===== src/rtl/mem_port_arbiter.sv =====
// rtl/mem_port_arbiter.sv - shares one single-port synchronous memory between fetch and data requesters
// Optional fetch anti-starvation guard: define ARB_STARVE_GUARD_EN.
module mem_port_arbiter #(
  parameter int AW         = 32,
  parameter int DW         = 32,
  parameter int MEM_LAT    = 1,
  parameter int STARVE_MAX = 4
) (
  input  logic          clk,
  input  logic          rst,
  input  logic          if_req,
  input  logic [AW-1:0] if_addr,
  output logic          if_gnt,
  output logic          if_rvalid,
  output logic [DW-1:0] if_rdata,
  input  logic          d_req,
  input  logic          d_we,
  input  logic [AW-1:0] d_addr,
  input  logic [DW-1:0] d_wdata,
  output logic          d_gnt,
  output logic          d_rvalid,
  output logic [DW-1:0] d_rdata,
  output logic          mem_en,
  output logic          mem_we,
  output logic [AW-1:0] mem_addr,
  output logic [DW-1:0] mem_wdata,
  input  logic [DW-1:0] mem_rdata,
  output logic          stall_f,
  output logic          stall_m
);

  typedef enum logic [1:0] {
    IDLE    = 2'd0,
    WAIT_IF = 2'd1,
    WAIT_D  = 2'd2
  } state_t;

  localparam logic [2:0] LAT = 3'(MEM_LAT);

  state_t        state_q, state_d;
  logic [2:0]    cnt_q, cnt_d;
  logic [DW-1:0] if_rdata_q, if_rdata_d;
  logic [DW-1:0] d_rdata_q, d_rdata_d;

  logic waiting;
  logic resp;
  logic slot;
  logic force_if;

  // A read is outstanding; its response cycle doubles as the next issue slot.
  // Reset suppresses both so nothing is granted or returned while rst is high.
  assign waiting = (state_q != IDLE);
  assign resp    = ~rst & waiting & (cnt_q == LAT);
  assign slot    = ~rst & (~waiting | (cnt_q == LAT));

`ifdef ARB_STARVE_GUARD_EN
  localparam int SW = $clog2(STARVE_MAX + 1);

  logic [SW-1:0] starve_q, starve_d;

  assign force_if = (starve_q >= SW'(STARVE_MAX));

  // Count data grants that made a waiting fetch lose; any fetch grant clears it.
  always_comb begin
    starve_d = starve_q;
    if (if_gnt) begin
      starve_d = '0;
    end else if (d_gnt && if_req && (starve_q != SW'(STARVE_MAX))) begin
      starve_d = starve_q + SW'(1);
    end
  end

  // Starvation counter register.
  always_ff @(posedge clk) begin
    if (rst) begin
      starve_q <= '0;
    end else begin
      starve_q <= starve_d;
    end
  end
`else
  assign force_if = 1'b0;
`endif

  // Arbitration: data wins (older instruction) unless the guard forces fetch.
  always_comb begin
    d_gnt     = slot & d_req & ~(force_if & if_req);
    if_gnt    = slot & if_req & (~d_req | force_if);
    mem_en    = d_gnt | if_gnt;
    mem_we    = d_gnt & d_we;
    mem_addr  = '0;
    mem_wdata = '0;
    if (d_gnt) begin
      mem_addr  = d_addr;
      mem_wdata = d_wdata;
    end else if (if_gnt) begin
      mem_addr  = if_addr;
    end
  end

  // Response decode and read-data hold registers.
  always_comb begin
    if_rvalid  = resp & (state_q == WAIT_IF);
    d_rvalid   = resp & (state_q == WAIT_D);
    if_rdata_d = if_rvalid ? mem_rdata : if_rdata_q;
    d_rdata_d  = d_rvalid  ? mem_rdata : d_rdata_q;
  end

  assign if_rdata = if_rdata_d;
  assign d_rdata  = d_rdata_d;

  // Stores finish in their grant cycle; reads park in WAIT_* while cnt counts up.
  always_comb begin
    state_d = state_q;
    cnt_d   = cnt_q;
    if (d_gnt && !d_we) begin
      state_d = WAIT_D;
      cnt_d   = 3'd1;
    end else if (if_gnt) begin
      state_d = WAIT_IF;
      cnt_d   = 3'd1;
    end else if (slot) begin
      state_d = IDLE;
      cnt_d   = 3'd0;
    end else if (waiting) begin
      cnt_d   = cnt_q + 3'd1;
    end
  end

  // Pipeline freeze requests.
  assign stall_f = if_req & ~if_rvalid;
  assign stall_m = d_req & ~(d_gnt & d_we) & ~d_rvalid;

  // Sequencer state; reset drops any outstanding response.
  always_ff @(posedge clk) begin
    if (rst) begin
      state_q    <= IDLE;
      cnt_q      <= 3'd0;
      if_rdata_q <= '0;
      d_rdata_q  <= '0;
    end else begin
      state_q    <= state_d;
      cnt_q      <= cnt_d;
      if_rdata_q <= if_rdata_d;
      d_rdata_q  <= d_rdata_d;
    end
  end

endmodule


===== config.mk =====
export PLATFORM = sky130hd
export DESIGN_NAME = mem_port_arbiter
export DESIGN_NICKNAME = d
export VERILOG_FILES = /design/src/rtl/mem_port_arbiter.sv
export SDC_FILE = /design/constraint.sdc
export NUM_CORES = 1
export LEC_CHECK = 0
export BUFFER_PORTS_ARGS = -buffer_cell sky130_fd_sc_hd__buf_4
export CAP_MARGIN = 5
export CORE_ASPECT_RATIO = 1.2
export CORE_MARGIN = 2
export CORE_UTILIZATION = 27
export DETAILED_ROUTE_END_ITERATION = 8
export PLACE_DENSITY = 0.61
export SETUP_SLACK_MARGIN = 0.15
export SLEW_MARGIN = 20
export SYNTH_ARGS = -nofsm -noshare
export SYNTH_HDL_FRONTEND = slang
export SYNTH_SLANG_ARGS = --single-unit

===== constraint.sdc =====
create_clock -name clk -period 1.6 [get_ports clk]
set_input_delay 0.08 -clock clk [delete_from_list [all_inputs] [get_ports clk]]
set_output_delay 0.08 -clock clk [all_outputs]
set_load 0.02 [all_outputs]

Word level (Yosys, flattened, before mapping)
Cells that the tools add are included.

storage, ports and cells
  register bits after elaboration = 69
  input bits = 133
  output and inout port bits = 136
  logic and storage cells = 50

cells by class
  $add $sub $neg = 1
  equality and inequality tests = 3
  mux-type cells = 12
  bitwise logic cells = 20
  reduce and logical (&&, ||, !) cells = 8

operators by type and width
  operator                                              count
  two-way mux 32 bit                                    5
  bitwise AND 1 bit                                     12
  two-way mux 2 bit                                     3
  inverter 1 bit                                        6
  two-way mux 1 bit                                     4
  nonzero test 2 bit                                    2
  nonzero test 4 bit                                    1
  OR reduction 4 bit                                    1
  adder 3 x 1 -> 3 bit (second input constant)          1
  equality test 3 x 1 -> 1 bit (second input constant)  1
  nonzero test 3 bit                                    1
  equality test 2 x 1 -> 1 bit (second input constant)  1
  equality test 2 bit (second input constant)           1
  OR 1 bit                                              2
  OR reduction 2 bit                                    1
  logical AND 1 bit                                     1
  zero test 1 bit                                       1

Logic depth before layout (Yosys ltp)
  depth after elaboration = 9
  mapped depth = 7
  gate-level depth less buffers = 6

Worst setup path after synthesis
No wires, ideal clock.

  path kind = register to output
  start point = register cnt_q[1]
  end point = output if_rdata[22]
  arrival time = 1.631 ns
  data required time = 1.520 ns
  setup slack = -0.111 ns
  cell stages (with the launch flop) = 8
  buffers on the path = 1
  cells stage by stage = dfxtp_1 > inv_1 > ha_1 > nor3b_4 > nand2_1 > inv_2 > buf_2 > o21ai_0

on the way
  word-level cells in the longest chain between the ends = 4

RTL lines
  item                          line  text
  start, declared               41    logic [2:0] cnt_q, cnt_d;
  start signal, assigned        143   cnt_q <= cnt_d;
  equality test 3 x 1 -> 1 bit  53    assign resp = ~rst & waiting & (cnt_q == LAT);
  bitwise AND 1 bit             53
  bitwise AND 1 bit             103   if_rvalid = resp & (state_q == WAIT_IF);
  net if_rvalid                 14    output logic if_rvalid,
  two-way mux 32 bit            105   if_rdata_d = if_rvalid ? mem_rdata : if_rdata_q;
  end, declared                 15    output logic [DW-1:0] if_rdata,

The timed path passes the listed nets, and every way through them passes these cells.

Final worst setup path
  start point = register cnt_q[1]
  end point = output d_rdata[7]

on the way
  word-level cells in the longest chain between the ends = 4

RTL lines
  item                          line  text
  equality test 3 x 1 -> 1 bit  53
  bitwise AND 1 bit             53
  bitwise AND 1 bit             104   d_rvalid = resp & (state_q == WAIT_D);
  two-way mux 32 bit            106   d_rdata_d = d_rvalid ? mem_rdata : d_rdata_q;
  end, declared                 22    output logic [DW-1:0] d_rdata,

No other way between the ends.

==> summary.txt <==
Outcome
  • Status: finished with violations
  • Failing checks: negative setup slack

Power
  • VDD IR max: 0.559 mV
  • Power per cell area: 749 nW/um2
  • P_leak: 3.40 nW

Setup path
  • WS Path Type: reg -> out
  • Top cell by count, worst path: buf_4
  • CP startpoint kind: flip-flop
  • CP cell instances: inv_2, ha_4, nor3b_4, buf_4, buf_6, buf_12, nand3_1, o21ai_1, buf_4
  • CP Data Arrival Time: 1.90 ns
  • CP peak stage delay: 0.33 ns
  • CP endpoint kind: output port
  • CP max stage cell: dfxtp_2
  • Worst-path fanout max: 20
  • CP delay by family, top: buffers and inverters
  • Worst path bufs/invs: 5
  • CP Data Required Time: 1.52 ns

Logic synthesis
  • Post-synthesis instance total: 509
  • Cell variety after synth: 30
  • FF+latch count, synth: 69
  • Area leader, netlist: dfxtp_1
  • Number of flops mapped to enable cells by yosys: 0
  • Ys flop type: dfxtp_1
  • Cell Area, Synth: 3790 um2
  • Post-synth top area share: 36.5%
  • Register area share after synthesis: 36.5%
  • Area contributors post-synth: dfxtp_1 (36%), o31ai_1 (12%), o21ai_0 (8.6%)
  • Most common cell in the netlist: dfxtp_1
  • Asr flop ratio synth: 0%
  • Synth top cells by count: dfxtp_1 (69), o21ai_0 (65), inv_1 (63)
  • Syn nets: 644
  • Ys Warns: 0
  • Mean Syn Cell Area: 7.44 um2

Detailed routing
  • DR vias/cell: 5.24
  • Via count: 5105
  • DR iter-0 viols: 520
  • DR DRC count: 0
  • ANT nets after route: 0
  • Final wirelength: 18.3 mm
  • Wire length per cell: 18.7 um
  • Drt pass-1 iters: 5

Placement
  • Gp weighted congestion: 0.880
  • Place WS: -0.0389 ns
  • Port buffer count: 268
  • HPWL Detailed: 12.9 mm

CTS
  • CTS Buf Count: 9
  • CTS tree: done
  • Max Root-Sink Buffers: 2
  • Clk sink count: 69
  • Clk Latency, worst-skew pair: 0.33 ns
  • Clk slew on worst S/H paths: 0.06 ns
  • H-tree Lvls: 3
  • CTS Root Cell: clkbuf_16

Hold path
  • Hold Path Class: in -> reg

Floorplanning
  • Die height: 134 um
  • Top Ports: 269
  • Row count: 47
  • Initial core utilization: 27.5%
  • Die X: 112 um
  • Die ar.: 15000 um2
  • Core area: 13800 um2

Global routing
  • Largest net degree at the start of global routing: 43
  • Vias in the first global route: 4622
  • Initial antenna violation count: 3
  • Total gr overflow: 0
  • First-pass GRT wire length: 25.1 mm
  • GRT Overall Usage: 21.4%

Layout
  • Share of layout cells above drive strength 1: 56.5%
  • Final Net Count: 932
  • Synth-to-Final Area Change: 104%

Timing
  • Fin crit period: 1.98 ns
  • Setup ws final: -0.377 ns
  • Hold Vio Cnt, Final: 0
  • Max-slew headroom: 57.8%
  • Unrepaired setup endpoints after global routing: yes
  • Slew Limit Fails: 0
  • Clk_skew: 0.00487 ns
  • Fin crit share: 124%
  • FMAX: 0.506 GHz
  • Setup TNS: -45.02 ns
  • Setup-failing EPs final: 171
  • Least-Margin Pin Slew: 0.633 ns

Job
  • Max-Cap Viols: 0
-- worst reg2reg max path, cell delays in order, from the launching register on --
cell and delay (ns):
dfxtp_2 0.34, inv_2 0.05, ha_4 0.15, nor3b_4 0.15, buf_4 0.17, nand2_4 0.11, inv_8 0.06, buf_4 0.13
buf_6 0.12, bufbuf_16 0.28, o31ai_2 0.18
-- state kept, by name (all words and copies together) (netlist names) --
name	cells
cnt_q	3
state_q	2
if_rdata_q	32
d_rdata_q	32
-- report_power, final --
part           leakage, nW  internal [mW]  switching, mW  total, mW
Sequential           0.559           1.77         0.0262       1.80
Clock                0.166           1.45          0.756       2.21
Combinational         2.68          0.857          0.922       1.78
-- metrics by stage --
stage / power (mW) / utilization, % / instance area [um2] / hold WS [ns] / cells
after floorplan: 2.50 / - / 3910 / 0.223 / 509
after global placement: 3.21 / 44.9 / 6170 / 0.337 / 921
after detailed placement: 3.22 / 44.9 / 6170 / 0.344 / 921
after CTS: 5.56 / 50.6 / 6960 / 0.00163 / 957
after global routing: 6.00 / 56.1 / 7710 / 0.0155 / 973
final: 5.78 / 56.1 / 7720 / 0.00703 / 974
-- cells by family after synthesis --
| family | Yosys count | synth area share, % |
|---|---|---|
| mux | 5 | 1.45 |
| simple gates | 149 | 20.2 |
| buf+inv | 115 | 12.0 |
| flops | 69 | 36.5 |
| compound gates | 169 | 29.2 |
| fa+ha+maj | 2 | 0.661 |
-- what timing repair did --
item	in CTS	in global routing
gates cloned	6	8
setup buffers	5	8
pin swaps	10	23
resized for setup	54	127
hold endpoints to repair	10	0
hold buffers	9	0
endpoints found under the setup margin	172	199
-- cell type report --
class                   instances  area (um2)
repair buffers                320        2910
multi-input cells             331        2610
clock buffers                  11         253
diodes                          1        2.50
inverters                      66         260
flip-flops and latches         69        1390
well taps                     171         214
fillers                      1236        6040
clock inverters                 5        82.6
-- routing by layer --
metal	part of all wire [%]	vias to the layer above	track usage [%]
met5	0.14	-	0
met2	50	279	36.0
met1	40	2388	27.1
met4	2.2	4	6.30
met3	7.7	36	5.41
li1	-	2398	-
-- path summary, 6_finish.rpt --
check | start | endpoint | slack (ns) | cells after the start
worst max-delay path | cnt_q[1]$_SDFFE_PP0P_ | d_rdata[7] | -0.38 | 9
worst min-delay path | mem_rdata[5] | d_rdata_q[5]$_SDFF_PP0_ | 0.007 | 3
worst max register to register | cnt_q[1]$_SDFFE_PP0P_ | if_rdata_q[20]$_SDFF_PP0_ | -0.22 | 10
worst min register to register | if_rdata_q[15]$_SDFF_PP0_ | if_rdata_q[15]$_SDFF_PP0_ | 0.47 | 2
-- cells in the final DEF (no fill, tap or decap), drive strengths merged, types with 3 or more instances in the layout --
cell type	n
nor2	37
clkinv	4
o21ai	66
nand2b	3
o211ai	4
o21a	6
buf	306
clkbuf	15
nand2	6
inv	65
o31ai	60
dlygate4sd3	9
dfxtp	69
mux2	4
nor2b	3
and3	33
nand3	60
a22oi	32
a21oi	3
Power figures use the tool's default switching activity.
